===== config.mk =====
export PLATFORM = sky130hd
export DESIGN_NAME = acc_cpu_core
export DESIGN_NICKNAME = d
export VERILOG_FILES = /design/src/rtl/acc_cpu_pkg.sv /design/src/rtl/acc_cpu_alu.sv /design/src/rtl/acc_cpu_core.sv
export SDC_FILE = /design/constraint.sdc
export NUM_CORES = 1
export LEC_CHECK = 0
export CORE_ASPECT_RATIO = 0.8
export CORE_UTILIZATION = 45
export CTS_CLUSTER_SIZE = 30
export DETAILED_ROUTE_END_ITERATION = 12
export DONT_BUFFER_PORTS = 1
export PLACE_DENSITY_LB_ADDON = 0.2
export SYNTH_ARGS = -nofsm -noshare
export SYNTH_HDL_FRONTEND = slang
export SYNTH_HIERARCHICAL = 1
export SYNTH_SLANG_ARGS = --single-unit

===== constraint.sdc =====
create_clock -name clk -period 3.35 [get_ports clk]
set_input_delay 1.005 -clock clk [delete_from_list [all_inputs] [get_ports clk]]
set_output_delay 1.005 -clock clk [all_outputs]
set_load 0.05 [all_outputs]

===== src/rtl/acc_cpu_pkg.sv =====
// Shared definitions for the accumulator CPU core.
// Latency: n/a (package only).
// Backpressure: n/a (package only).
//   Holds the opcode values, the FSM state encoding and the legal-opcode check.
package acc_cpu_pkg;

    localparam logic [3:0] OP_ADD   = 4'h0;
    localparam logic [3:0] OP_SUB   = 4'h1;
    localparam logic [3:0] OP_STORE = 4'h2;
    localparam logic [3:0] OP_LOAD  = 4'h3;
    localparam logic [3:0] OP_LOADI = 4'h4;
    localparam logic [3:0] OP_AND   = 4'h5;
    localparam logic [3:0] OP_OR    = 4'h6;
    localparam logic [3:0] OP_XOR   = 4'h7;
    localparam logic [3:0] OP_NOT   = 4'h8;
    localparam logic [3:0] OP_SHL   = 4'h9;
    localparam logic [3:0] OP_SHR   = 4'hA;
    localparam logic [3:0] OP_ADDM  = 4'hB;
    localparam logic [3:0] OP_NOP   = 4'hF;

    typedef enum logic [1:0] {
        ST_IDLE = 2'd0,
        ST_READ = 2'd1,
        ST_EXEC = 2'd2
    } state_t;

    // Opcodes 0xC..0xE are unassigned; everything else is a defined operation.
    function automatic logic is_legal(input logic [3:0] opcode);
        return !((opcode == 4'hC) || (opcode == 4'hD) || (opcode == 4'hE));
    endfunction

endpackage


===== src/rtl/acc_cpu_alu.sv =====
// Accumulator ALU: computes the next accumulator value and carry for one opcode.
// Latency: purely combinational, zero cycles.
// Backpressure: none; evaluated every cycle, the core decides when to commit.
//   Ports: opcode, acc, operand (immediate or memory word), carry_in ->
//          result, carry_out, writes_acc (result should be committed to acc).
module acc_cpu_alu #(
    parameter int DATA_W = 4
) (
    input  logic [3:0]        opcode,
    input  logic [DATA_W-1:0] acc,
    input  logic [DATA_W-1:0] operand,
    input  logic              carry_in,
    output logic [DATA_W-1:0] result,
    output logic              carry_out,
    output logic              writes_acc
);
    import acc_cpu_pkg::*;

    logic [DATA_W:0] sum;
    logic [DATA_W:0] diff;

    assign sum  = {1'b0, acc} + {1'b0, operand};
    // Top bit of the widened difference is the unsigned borrow (operand > acc).
    assign diff = {1'b0, acc} - {1'b0, operand};

    always_comb begin
        result     = acc;
        carry_out  = carry_in;
        writes_acc = 1'b1;
        case (opcode)
            OP_ADD, OP_ADDM: begin
                result    = sum[DATA_W-1:0];
                carry_out = sum[DATA_W];
            end
            OP_SUB: begin
                result    = diff[DATA_W-1:0];
                carry_out = diff[DATA_W];
            end
            OP_LOAD, OP_LOADI: result = operand;
            OP_AND:  result = acc & operand;
            OP_OR:   result = acc | operand;
            OP_XOR:  result = acc ^ operand;
            OP_NOT:  result = ~acc;
            OP_SHL: begin
                result    = {acc[DATA_W-2:0], 1'b0};
                carry_out = acc[DATA_W-1];
            end
            OP_SHR: begin
                result    = {1'b0, acc[DATA_W-1:1]};
                carry_out = acc[0];
            end
            // STORE, NOP and the unassigned opcodes leave acc and flags alone.
            default: writes_acc = 1'b0;
        endcase
    end

endmodule


===== src/rtl/acc_cpu_core.sv =====
// Accumulator CPU core: one instruction at a time through IDLE -> READ -> EXEC.
// Latency: accept at edge N, results/done visible after edge N+2 (1 instr / 3 cycles).
// Backpressure: instr_ready is high only in IDLE; valid while not ready is ignored.
//   Ports: clk, rst_n; instr_valid/instr_ready/instr_opcode/instr_addr/instr_data in;
//          acc_out, flag_zero, flag_carry, done and illegal (one-cycle pulses) out.
module acc_cpu_core #(
    parameter int DATA_W = 4,
    parameter int ADDR_W = 4
) (
    input  logic              clk,
    input  logic              rst_n,
    input  logic              instr_valid,
    output logic              instr_ready,
    input  logic [3:0]        instr_opcode,
    input  logic [ADDR_W-1:0] instr_addr,
    input  logic [DATA_W-1:0] instr_data,
    output logic [DATA_W-1:0] acc_out,
    output logic              flag_zero,
    output logic              flag_carry,
    output logic              done,
    output logic              illegal
);
    import acc_cpu_pkg::*;

    localparam int DEPTH = 1 << ADDR_W;

    state_t            state;
    logic [3:0]        opcode_q;
    logic [ADDR_W-1:0] addr_q;
    logic [DATA_W-1:0] data_q;
    logic [DATA_W-1:0] mem_q;
    logic [DATA_W-1:0] acc;
    logic [DATA_W-1:0] mem [DEPTH];

    logic [DATA_W-1:0] operand;
    logic [DATA_W-1:0] alu_result;
    logic              alu_carry;
    logic              alu_writes;

    // Only LOAD and ADDM consume the memory word; everything else uses the immediate.
    assign operand = ((opcode_q == OP_LOAD) || (opcode_q == OP_ADDM)) ? mem_q : data_q;
    assign acc_out = acc;

    acc_cpu_alu #(.DATA_W(DATA_W)) u_alu (
        .opcode     (opcode_q),
        .acc        (acc),
        .operand    (operand),
        .carry_in   (flag_carry),
        .result     (alu_result),
        .carry_out  (alu_carry),
        .writes_acc (alu_writes)
    );

    always_ff @(posedge clk or negedge rst_n) begin
        if (!rst_n) begin
            state       <= ST_IDLE;
            instr_ready <= 1'b1;
            opcode_q    <= '0;
            addr_q      <= '0;
            data_q      <= '0;
            mem_q       <= '0;
            acc         <= '0;
            flag_zero   <= 1'b0;
            flag_carry  <= 1'b0;
            done        <= 1'b0;
            illegal     <= 1'b0;
            for (int i = 0; i < DEPTH; i++) begin
                mem[ADDR_W'(i)] <= '0;
            end
        end else begin
            done    <= 1'b0;
            illegal <= 1'b0;
            case (state)
                ST_IDLE: begin
                    if (instr_valid && instr_ready) begin
                        opcode_q    <= instr_opcode;
                        addr_q      <= instr_addr;
                        data_q      <= instr_data;
                        instr_ready <= 1'b0;
                        state       <= ST_READ;
                    end
                end
                ST_READ: begin
                    mem_q <= mem[addr_q];
                    state <= ST_EXEC;
                end
                ST_EXEC: begin
                    if (opcode_q == OP_STORE) begin
                        mem[addr_q] <= acc;
                    end
                    if (alu_writes) begin
                        acc        <= alu_result;
                        flag_carry <= alu_carry;
                        flag_zero  <= (alu_result == '0);
                    end
                    illegal     <= !is_legal(opcode_q);
                    done        <= 1'b1;
                    instr_ready <= 1'b1;
                    state       <= ST_IDLE;
                end
                default: begin
                    instr_ready <= 1'b1;
                    state       <= ST_IDLE;
                end
            endcase
        end
    end

endmodule


# After elaboration in Yosys (flattened, before gate mapping)
# Cells that the tools add are included.
# totals
in_bits,15
ff_bits,91
# classes
muxes,16
magnitude_cmp,2
bitwise,6
n_eq_ne,17
n_reduce_logical,18
add_sub_neg,2
# ops
cell,n
$bwmux W64,1
$pmux W4 S9,1
$eq A4 B4 Y1 const B,7
$bmux W4 S4,1
$demux W4 S4,1
$eq A4 B3 Y1 const B,4
$mux W4,4
$reduce_or A11 Y1,1
$eq A4 B2 Y1 const B,2
$logic_not A4 Y1,2
$reduce_and A2 Y1,4
$reduce_and A3 Y1,2
$add A4 B4 Y5,1
$ge A5 B5 Y1 const B,1
$lt A5 B1 Y1 const B,1
$not A4 Y5,1
$sub A4 B4 Y5,1
$and A4 B4 Y4,1
$eq A4 B1 Y1 const B,1
$mux W1,4
$not A4 Y4,1
$or A4 B4 Y4,1
$pmux W1 S4,1
$pmux W2 S2,1
12 further kinds,16

# Depth between registers and ports, before layout
# Gate-level depths: netlist (run 1).
# depth
depth_word,6
ltp_mapped,11

# Modules after synthesis
# Netlist (run 1), hierarchy kept.
# modules_own_cells
mod,n_inst,area_per_inst_um2,seq_area_each_um2,cells_per_inst
acc_cpu_core,1,3900.0,2438.6,267
acc_cpu_alu,1,935.9,0.0,131

# Worst setup path after synthesis (run 1)
# No wires, ideal clock.
# synth_timing
kind,register to register
from,"register acc[0], in the netlist acc_out[0]"
to,register flag_zero
slack_ps,429
t_required_ps,3266
synth_period_minus_slack_ps,2921
t_arrival_ps,2837
setup_ps,84
path_stages_with_launch,10
cell_sequence,dfrtp_1 > ha_1 > inv_1 > fa_1 > nand2_1 > o2111ai_1 > a21oi_1 > o32a_1 > or4_1 > o21ai_0
# synth_between
elab_chain_cells,3
elab_cells_between_ends,8
# synth_lines
item,line_no,rtl
from (decl),acc_cpu_core.sv:32,logic [DATA_W-1:0] acc;
from (signal assigned),acc_cpu_core.sv:92,acc <= alu_result;
$sub A4 B4 Y5 / $add A4 B4 Y5 (equally long branches),"acc_cpu_alu.sv:24, acc_cpu_alu.sv:22",
$pmux W4 S9 (*),acc_cpu_alu.sv:30,case (opcode)
named net alu_result[1],acc_cpu_core.sv:36,logic [DATA_W-1:0] alu_result;
$logic_not A4 Y1 (*),acc_cpu_core.sv:94,flag_zero <= (alu_result == '0);
to (signal assigned),acc_cpu_core.sv:94,
to (decl),acc_cpu_core.sv:18,"output logic flag_zero,"
# Mark *: on every way through the listed nets, which the timed path passes. The rest lies on a longest branch.
# A chain may end at the register's enable or synchronous reset.

# Final worst setup path (run 1)
# layout_timing
from,register opcode_q[2]
to,register flag_zero
# layout_between
elab_chain_cells,6
elab_cells_between_ends,25
# layout_lines
item,line_no,rtl
from (decl),acc_cpu_core.sv:28,logic [3:0] opcode_q;
from (signal assigned),acc_cpu_core.sv:76,opcode_q <= instr_opcode;
$eq A4 B2 Y1 / $eq A4 B4 Y1 (equally long branches),acc_cpu_core.sv:41,assign operand = ((opcode_q == OP_LOAD) || (opcode_q == OP_ADDM)) ? mem_q : data_q;
$logic_or A1 B1 Y1 (*),acc_cpu_core.sv:41,
$mux W4 (*),acc_cpu_core.sv:41,
named net operand[2],acc_cpu_core.sv:35,logic [DATA_W-1:0] operand;
$sub A4 B4 Y5 / $add A4 B4 Y5 (equally long branches),"acc_cpu_alu.sv:24, acc_cpu_alu.sv:22",
$pmux W4 S9 (*),acc_cpu_alu.sv:30,
named net alu_result[3],acc_cpu_core.sv:36,
$logic_not A4 Y1 (*),acc_cpu_core.sv:94,
# Marked as above.

==> results of run 1 <==
-- cell families after synthesis --
family                   count (synthesis)
flip-flops                              91
AO/OA/AOI/OAI                           61
multiplexers                            83
XOR/XNOR                                 3
AND/OR/NAND/NOR                        105
buffers and inverters                   41
adder cells (fa/ha/maj)                 14
-- routing by layer --
metal  vias to the layer above  track usage [%]  wire length, microns
met1                      1650            32.13                  5596
met3                        10            5.918                   667
met4                         0            4.167                    84
met5                         -                0                     0
li1                       1487                -                     -
met2                        90            31.62                  4857
-- worst register-to-register path: cells and delay by family (launching register included) --
kind                       cells  cell delay [ns]
adders and majority gates      1             0.46
muxes                          1             0.33
DFF                            1             0.38
buffers and inverters          2             0.19
AOI/OAI and AO/OA              4             0.93
and+or+nand+nor                2             0.75
-- cell type report --
class	count	area (sq um)
Sequential cell	91	2439
Clock inverter	7	82.58
Timing Repair Buffer	12	90.09
Fill cell	937	5061
Inverter	18	67.56
Tap cell	140	175.2
Multi-Input combinational cell	266	2223
Clock buffer	9	225.2
-- stage by stage --
| step | instances | worst slack, ns | hold slack (ns) |
|---|---|---|---|
| floorplan | 398 | 0.4291 | 0.4595 |
| CTS | 543 | 0.2396 | 0.3401 |
| finish | 543 | 0.2260 | 0.3499 |
| global route | 543 | 0.008118 | 0.3329 |
| detailed placement | 527 | 0.2928 | 0.4816 |
| global placement | 527 | 0.3590 | 0.4700 |
-- sequential cells by signal, indices dropped and copies added, names as in the netlist --
signal / cells
acc_out: 4
addr_q: 4
data_q: 4
done: 1
flag_carry: 1
flag_zero: 1
illegal: 1
instr_ready: 1
mem: 64
mem_q: 4
opcode_q: 4
state: 2
-- cells in the final DEF, fill, tap and decap left out, drive strengths merged, types with 8 or more instances in the layout --
cell and count:
dfrtp 58, mux2 56, edfxtp 32, mux2i 23, inv 22, nand2 19
nor2 17, nor3 14, o21ai 12, buf 12, a21oi 12, ha 12
clkbuf 9, nand2b 8, nor2b 8
-- worst paths after layout --
kind	startpoint	to	slack, ns
max	opcode_q[2]$_DFFE_PN0P_	flag_zero$_DFFE_PN0P_	0.23
min	rst_n	mem[52]$_DFFE_PN0P_	0.35
max reg2reg	opcode_q[2]$_DFFE_PN0P_	flag_zero$_DFFE_PN0P_	0.23
min reg2reg	mem[46]$_DFFE_PN0P_	mem[46]$_DFFE_PN0P_	0.49
max in group asynchronous	rst_n	instr_ready$_DFFE_PN1P_	2.82
min in group clk	mem[46]$_DFFE_PN0P_	mem[46]$_DFFE_PN0P_	0.49
-- power by group --
part / internal, mW / switching [mW] / total [mW]
combinational: 0.987 / 1.37 / 2.36
clock: 0.591 / 0.447 / 1.04
sequential: 1.40 / 0.398 / 1.80
==> run_results.csv, run 1 <==
group,metric,value,unit
clock_tree,numCtsBuffers,9,
cells_and_area,final_core_util,51.17,%
route,drt-wirelength-per-cell,20.64,microns
timing,fmax,320.1,MHz
worst_setup_path,ff2ff_path_depth,10,
timing,worstMarginPinSlew,1.094,ns
cells_and_area,diodes,0,
route,firstDrtPassIters,7,
cells_and_area,fin_nets,427,
pwr,p_total,5.194,mW
timing,final-setup-viol-count,0,
synth,synth_top_family_by_area,"multiplexers",
worst_setup_path,crit_path_top_delay_cell,"or4_1",
route,num_vias,3237,
route,post-route-drc-count,0,
clock_tree,clock_sinks,91,
synth,synthSimpleGateAreaFrac,12.99,%
clock_tree,htreeDepth,3,
worst_setup_path,critPathMostFrequentCell,"inv_1",
placed_design,gp_congestion,0.9103,
synth,syn_area,0.004836,sq mm
die,core,0.01036,sq mm
global_routing,grt_max_degree,62,
timing,final.period_utilization,93.25,%
timing,slew_headroom,27.05,%
worst_setup_path,cp.arrival,3.38,ns
worst_setup_path,path_buf_inv,2,
synth,synth_nets,427,
worst_setup_path,path_depth,10,
placed_design,dp.final_hpwl,7.808,mm
synth,synth.area.top_cells,"dfrtp_1 (30%), edfxtp_1 (20%), mux2_2 (13%)",
synth,muxShareOfSynthArea,19.66,%
die,dieWidth,117.9,microns
die,die_h,94.72,microns
pwr,powerDensity,979.4,mW/mm^2
die,initial_utilization,46.66,%
cells_and_area,final_area,0.005303,sq mm
synth,syn_inst,398,
synth,synth_largest_area_cell,"dfrtp_1",
placed_design,placed_cell_area,0.004990,sq mm
timing,hold_viol,0,
timing,rsz0062_at_grt,"no",
worst_hold_path,min_path_type,"in -> async",
timing,period_minus_slack,3.124,ns
clock_tree,cts_setup_buffers,0,
pwr,ir_drop,0.0003483,V
worst_setup_path,critPathMaxStageDelay,0.48,ns
timing,clock_skew,0.01339,ns
synth,yosysMostFrequentCell,"dfrtp_1",
route,drt_iter0_markers,308,
clock_tree,clk_pin_slew,0.07,ns
cells_and_area,synthToLayoutAreaGrowth,9.651,%
synth,synth_common_cells,"dfrtp_1 (58), mux2_2 (54), edfxtp_1 (32)",
die,io_pins,24,
worst_setup_path,worst-setup-path-type,"reg -> reg",
worst_setup_path,cp-end-kind,"flip-flop",
outcome,status,"completed",
timing,fin_setup_tns,0,ns
global_routing,antenna_found_initial,0,
placed_design,io_buffers,0,
worst_setup_path,path_max_fanout,8,
clock_tree,cts_buffer_depth,2,
worst_setup_path,cp_top_family,"compound AO/OA/AOI/OAI gates",
synth,synth_seq_area_share,50.43,%
synth,async_flop_share,64.84,%
synth,synth_flop_cell,"dfrtp_1",
global_routing,gr-usage-all-layers,21.66,%
die,num_rows,33,
synth,synth.avg_cell_area,12.15,sq um
synth,ys_ff_latch,91,
clock_tree,insertion_delay,0.35,ns
synth,netlist.area_leader.share,30.01,%
synth,synth_cell_types,63,
clock_tree,cts_tree,"built",
synth,synth_compound_area_share,8.642,%
route,viasPerCell,5.961,
synth,synth_fa_ha_area_share,3.933,%
clock_tree,ctsResizeCount,0,
worst_setup_path,cp-start-kind,"flip-flop",
synth,synth_xor_area_share,0.5433,%
job,maxCapViolCount,0,
cells_and_area,layout-drive-gt1-share,23.57,%
die,die_area,0.01117,sq mm
route,postRouteAntennaNets,0,
timing,finalMaxSlewViolations,0,
route,drt-total-wl,11.21,mm
clock_tree,root_buffer,"clkbuf_16",
global_routing,grt_pass1_wl,18.08,mm
pwr,leakagePower,2.199,nW
synth,yosys_warnings,6,
synth,synth_edf_count,32,
global_routing,grt.overflow.total,0,
worst_setup_path,crit_required,3.61,ns
worst_setup_path,crit_chain,"nand3b_1, mux2_2, inv_1, ha_1, inv_1, a211o_1, a221oi_1, o22ai_1, or4_1, o21ai_0",
clock_tree,cts_hold_buf,0,
global_routing,grt_pass1_vias,3200,
(Power assumes the default switching activity.)
==> inputs of run 2 (changes only) <==
Settings changed: CORE_UTILIZATION 45 to 64.
==> run 2 against run 1 <==
Effect of this change: sequential power about the same; wire length down 3.8%; clock power decreased by 31%; sequential cell count unchanged; largest cell class unchanged; largest power group unchanged; highest routed layer unchanged.
==> run_results.csv, run 2 (synthesized netlist as in run 1, its figures left out) <==
group,metric,value,unit
outcome,status,"completed",
placed_design,dp.final_hpwl,7.546,mm
die,die_area,0.007910,sq mm
die,core,0.007094,sq mm
clock_tree,numCtsBuffers,9,
global_routing,grt_pass1_vias,3151,
worst_setup_path,path_max_fanout,8,
global_routing,grt_max_degree,62,
cells_and_area,fin_nets,428,
timing,slew_headroom,42.68,%
global_routing,grt.overflow.total,0,
pwr,p_total,4.848,mW
worst_setup_path,crit_chain,"nand3b_1, mux2_2, inv_1, ha_1, inv_1, a211o_1, a221oi_1, o22ai_1, or4_1, o21ai_0",
worst_setup_path,r2r-end,"flag_zero$_DFFE_PN0P_",
pwr,ir_drop,0.0005532,V
worst_setup_path,cp.arrival,3.36,ns
die,io_pins,24,
global_routing,gr-usage-all-layers,30.41,%
route,postRouteAntennaNets,0,
worst_hold_path,min_path_type,"in -> async",
timing,clock_skew,0.01253,ns
route,drt_iter0_markers,321,
timing,hold_viol,0,
cells_and_area,seqCellArea,0.002439,sq mm
job,maxCapViolCount,0,
cells_and_area,diodes,0,
route,post-route-drc-count,0,
worst_setup_path,worst-setup-path-type,"reg -> reg",
worst_setup_path,ff2ff_setup_slack,0.27,ns
worst_setup_path,reg2reg_from,"opcode_q[2]$_DFFE_PN0P_",
cells_and_area,multiInputGateArea,0.002218,sq mm
timing,fin_setup_tns,0,ns
clock_tree,root_buffer,"clkbuf_8",
cells_and_area,regMostFlops,"mem",
global_routing,grt_pass1_wl,17.52,mm
route,firstDrtPassIters,5,
timing,final-setup-viol-count,0,
pwr,leakagePower,2.149,nW
placed_design,dp_cells,475,
clock_tree,clk_pin_slew,0.09,ns
die,initial_utilization,68.17,%
cells_and_area,final_core_util,72.13,%
worst_setup_path,critPathMostFrequentCell,"inv_1",
cells_and_area,final_cell_mix,"dfrtp_1 (58), mux2_2 (54), edfxtp_1 (32), mux2i_1 (23), nand2_1 (19)",
die,dieWidth,99.19,microns
clock_tree,cts_setup_buffers,0,
worst_setup_path,critPathMaxStageDelay,0.48,ns
route,drt-wirelength-per-cell,21.95,microns
die,num_rows,27,
timing,rsz0062_at_grt,"no",
worst_setup_path,crit_path_top_delay_cell,"or4_1",
cells_and_area,final_area,0.005117,sq mm
timing,final.period_utilization,91.99,%
worst_setup_path,crit_required,3.63,ns
timing,worstMarginPinSlew,0.8597,ns
placed_design,io_buffers,0,
worst_setup_path,cp-end-kind,"flip-flop",
clock_tree,insertion_delay,0.37,ns
worst_setup_path,cp-start-kind,"flip-flop",
clock_tree,cts_hold_buf,0,
placed_design,placed_cell_area,0.004931,sq mm
pwr,powerDensity,947.4,mW/mm^2
route,num_vias,3265,
placed_design,gp_congestion,0.9844,
route,viasPerCell,6.650,
worst_setup_path,ff2ff_path_depth,10,
cells_and_area,largest_register_ffs,64,
timing,fmax,324.5,MHz
cells_and_area,layout.cells.non_filler,491,
timing,period_minus_slack,3.082,ns
global_routing,antenna_found_initial,0,
clock_tree,cts_tree,"built",
route,drt-total-wl,10.78,mm
clock_tree,cts_buffer_depth,2,
cells_and_area,fillCellCount,490,
cells_and_area,synthToLayoutAreaGrowth,5.822,%
cells_and_area,layout_commonest_cell,"dfrtp_1",
die,die_h,79.75,microns
clock_tree,clock_sinks,91,
clock_tree,htreeDepth,3,
timing,finalMaxSlewViolations,0,
cells_and_area,layout-drive-gt1-share,22.77,%
clock_tree,ctsResizeCount,0,
[run 2: cell count changes in the layout (fill, tap and decap cells not counted), sizes merged]
cell	before	now
clkbuf	9	11
clkinvlp	2	1
clkinv	0	3
inv	22	18
buf	12	13
[run 2: metrics by stage]
| step | hold WS [ns] | worst slack (ns) |
|---|---|---|
| after floorplan | 0.4595 | 0.4291 |
| after global placement | 0.4714 | 0.4087 |
| after detailed placement | 0.4921 | 0.3119 |
| after CTS | 0.3069 | 0.2821 |
| after global routing | 0.2947 | 0.04986 |
| final | 0.3199 | 0.2684 |
[run 2: layout make-up]
class	instances	area share, %
multi-input combinational	266	43.35
timing repair buffer	13	1.907
clock inverter	5	1.076
tap	87	2.127
inverter	18	1.320
sequential	91	47.65
clock buffer	11	2.567
[run 2: routing by layer]
metal  part of all wire [%]  global-route usage [%]
met4                    1.0                   8.235
met2                     42                   41.47
met3                    8.7                   9.545
met5                      0                       0
met1                     48                   46.58
[run 2: how the worst max path moves through the flow]
stage | cells after the start | endpoint | start
finish | 10 | flag_zero$_DFFE_PN0P_ | opcode_q[2]$_DFFE_PN0P_
global route | 10 | flag_zero$_DFFE_PN0P_ | opcode_q[2]$_DFFE_PN0P_
CTS | 10 | flag_zero$_DFFE_PN0P_ | opcode_q[2]$_DFFE_PN0P_
detailed placement | 10 | flag_zero$_DFFE_PN0P_ | opcode_q[2]$_DFFE_PN0P_
global placement | 10 | flag_zero$_DFFE_PN0P_ | opcode_q[2]$_DFFE_PN0P_
floorplan | 9 | flag_zero$_DFFE_PN0P_ | acc_out[0]$_DFFE_PN0P_
[run 2: where the power goes]
group | internal, mW | leakage, nW | switching [mW]
clock network | 0.343 | 0.0909 | 0.374
registers | 1.40 | 1.06 | 0.369
logic | 0.983 | 0.996 | 1.38
total | 2.73 | 2.15 | 2.12
[run 2: critical path, delay by kind of cell (launching register included)]
family / cells / cell delay [ns]
flip-flops: 1 / 0.38
multiplexers: 1 / 0.33
adder cells (fa/ha/maj): 1 / 0.44
AO/OA/AOI/OAI: 4 / 0.91
AND/OR/NAND/NOR: 2 / 0.73
buffers and inverters: 2 / 0.19
==> inputs of run 3 (changes only) <==
Settings changed: CORE_UTILIZATION 64 to 65.
Clock period 3.35 ns to 3.9 ns, I/O delays scaled along.
==> run 3 against run 2 <==
Effect of this change: via count is 0.95% higher; cell count is 0.41% lower; critical endpoint unchanged; die area is 1.5% lower; largest cell class unchanged; worst setup slack better by 0.58 ns; register-to-register slack better by 0.58 ns; fmax is 1.1% higher.
==> run_results.csv, run 3 (synthesized netlist as in run 1, its figures left out) <==
group,metric,value,unit
timing,rsz0062_at_grt,"no",
cells_and_area,layout.cells.non_filler,489,
route,drt-total-wl,11.04,mm
cells_and_area,layout_commonest_cell,"dfrtp_1",
clock_tree,clock_sinks,91,
route,post-route-drc-count,0,
cells_and_area,final_area,0.005112,sq mm
outcome,status,"completed",
clock_tree,clk_pin_slew,0.09,ns
placed_design,placed_cell_area,0.004916,sq mm
worst_setup_path,cp.arrival,3.32,ns
worst_setup_path,r2r-end,"flag_zero$_DFFE_PN0P_",
cells_and_area,synthToLayoutAreaGrowth,5.718,%
cells_and_area,diodes,0,
worst_hold_path,min_path_type,"in -> async",
global_routing,grt_max_degree,62,
die,core,0.007027,sq mm
die,initial_utilization,68.82,%
global_routing,grt_pass1_wl,18.03,mm
clock_tree,ctsResizeCount,0,
timing,worstMarginPinSlew,1.106,ns
worst_setup_path,cp-start-kind,"flip-flop",
timing,hold_ws,0.4888,ns
placed_design,dp.final_hpwl,7.679,mm
route,drt_iter0_markers,228,
die,dieWidth,98.44,microns
clock_tree,cts_setup_buffers,0,
worst_setup_path,ff2ff_path_depth,11,
timing,fin_setup_tns,0,ns
timing,hold_viol,0,
clock_tree,numCtsBuffers,9,
clock_tree,cts_hold_buf,0,
timing,finalMaxSlewViolations,0,
cells_and_area,final_cell_mix,"dfrtp_1 (58), mux2_2 (54), edfxtp_1 (32), mux2i_1 (23), nand2_1 (19)",
placed_design,place_ws,0.9162,ns
global_routing,antenna_found_initial,0,
timing,fmax,328.1,MHz
pwr,powerDensity,822.8,mW/mm^2
route,num_vias,3296,
cells_and_area,largest_register_ffs,64,
worst_setup_path,cp-end-kind,"flip-flop",
cells_and_area,layout-drive-gt1-share,22.89,%
die,die_area,0.007791,sq mm
global_routing,grt.overflow.total,0,
worst_setup_path,worst-setup-path-type,"reg -> reg",
die,io_pins,24,
worst_setup_path,ff2ff_setup_slack,0.85,ns
die,num_rows,27,
worst_setup_path,reg2reg_from,"opcode_q[2]$_DFFE_PN0P_",
route,drt-wirelength-per-cell,22.57,microns
worst_setup_path,path_max_fanout,4,
pwr,leakagePower,2.147,nW
clock_tree,insertion_delay,0.36,ns
timing,final-setup-viol-count,0,
cells_and_area,regMostFlops,"mem",
job,maxCapViolCount,0,
route,viasPerCell,6.740,
clock_tree,htreeDepth,3,
global_routing,gr-usage-all-layers,31.40,%
placed_design,dp_cells,473,
route,postRouteAntennaNets,0,
pwr,ir_drop,0.0004094,V
timing,period_minus_slack,3.048,ns
global_routing,grt_pass1_vias,3323,
placed_design,io_buffers,0,
timing,clock_skew,0.009278,ns
cells_and_area,fin_nets,426,
clock_tree,cts_buffer_depth,2,
worst_setup_path,crit_required,4.18,ns
clock_tree,root_buffer,"clkbuf_8",
placed_design,gp_congestion,0.9130,
timing,final.period_utilization,78.15,%
route,firstDrtPassIters,7,
clock_tree,cts_tree,"built",
timing,slew_headroom,26.29,%
die,die_h,79.15,microns
timing,worst_slack,0.8523,ns
run 3: cell types whose count changed in the layout (fill, tap and decap cells not counted):
cell       before  now
inv_6           0    2
clkbuf_16       0    1
clkinv_1        1    0
bufinv_16       1    0
clkbuf_8        9   10
clkinv_4        1    0
clkbuf_1        2    1
buf_4          13   11
run 3: power breakdown:
part	leakage, nW	internal [mW]	switching (mW)
sequential	1.06	1.20	0.370
clock	0.0985	0.292	0.335
combinational	0.986	0.842	1.17
run 3: worst max-delay path, cell delays in order, from the launching register on:
cell and delay, ns:
dfrtp_1 0.38, nand3b_1 0.26, mux2_2 0.34, ha_1 0.18, inv_1 0.05, fa_1 0.40
xnor2_1 0.15, a21o_1 0.17, o32ai_1 0.32, o211ai_1 0.16, or4_1 0.41, o21ai_0 0.15
run 3: worst max path at each step:
stage | start | endpoint | slack [ns] | cells after the start
floorplan | acc_out[0]$_DFFE_PN0P_ | flag_zero$_DFFE_PN0P_ | 0.98 | 9
detailed placement | opcode_q[2]$_DFFE_PN0P_ | flag_zero$_DFFE_PN0P_ | 0.92 | 11
CTS | opcode_q[2]$_DFFE_PN0P_ | flag_zero$_DFFE_PN0P_ | 0.88 | 11
global placement | opcode_q[2]$_DFFE_PN0P_ | flag_zero$_DFFE_PN0P_ | 0.97 | 11
global route | opcode_q[2]$_DFFE_PN0P_ | flag_zero$_DFFE_PN0P_ | 0.58 | 11
finish | opcode_q[2]$_DFFE_PN0P_ | flag_zero$_DFFE_PN0P_ | 0.85 | 11
run 3: metrics by stage:
step | util, % | power, mW
floorplan | - | 3.013
global placement | 69.96 | 3.505
detailed placement | 69.96 | 3.539
CTS | 72.76 | 4.169
global route | 72.76 | 4.466
finish | 72.76 | 4.206
run 3: layer usage:
layer	up-vias	global-route usage, %	share of wire [%]
met2	137	43.66	44
met5	-	0	0
li1	1491	-	-
met1	1653	46.69	46
met3	15	10.39	9.0
met4	0	9.552	1.2
run 3: area by class of cell:
cell class,instances,area (sq um)
tap,87,108.9
multi-input combinational,266,2218
timing repair buffer,11,82.58
sequential,91,2439
clock buffer,12,166.4
clock inverter,4,30.03
fill,500,1914
inverter,18,67.56
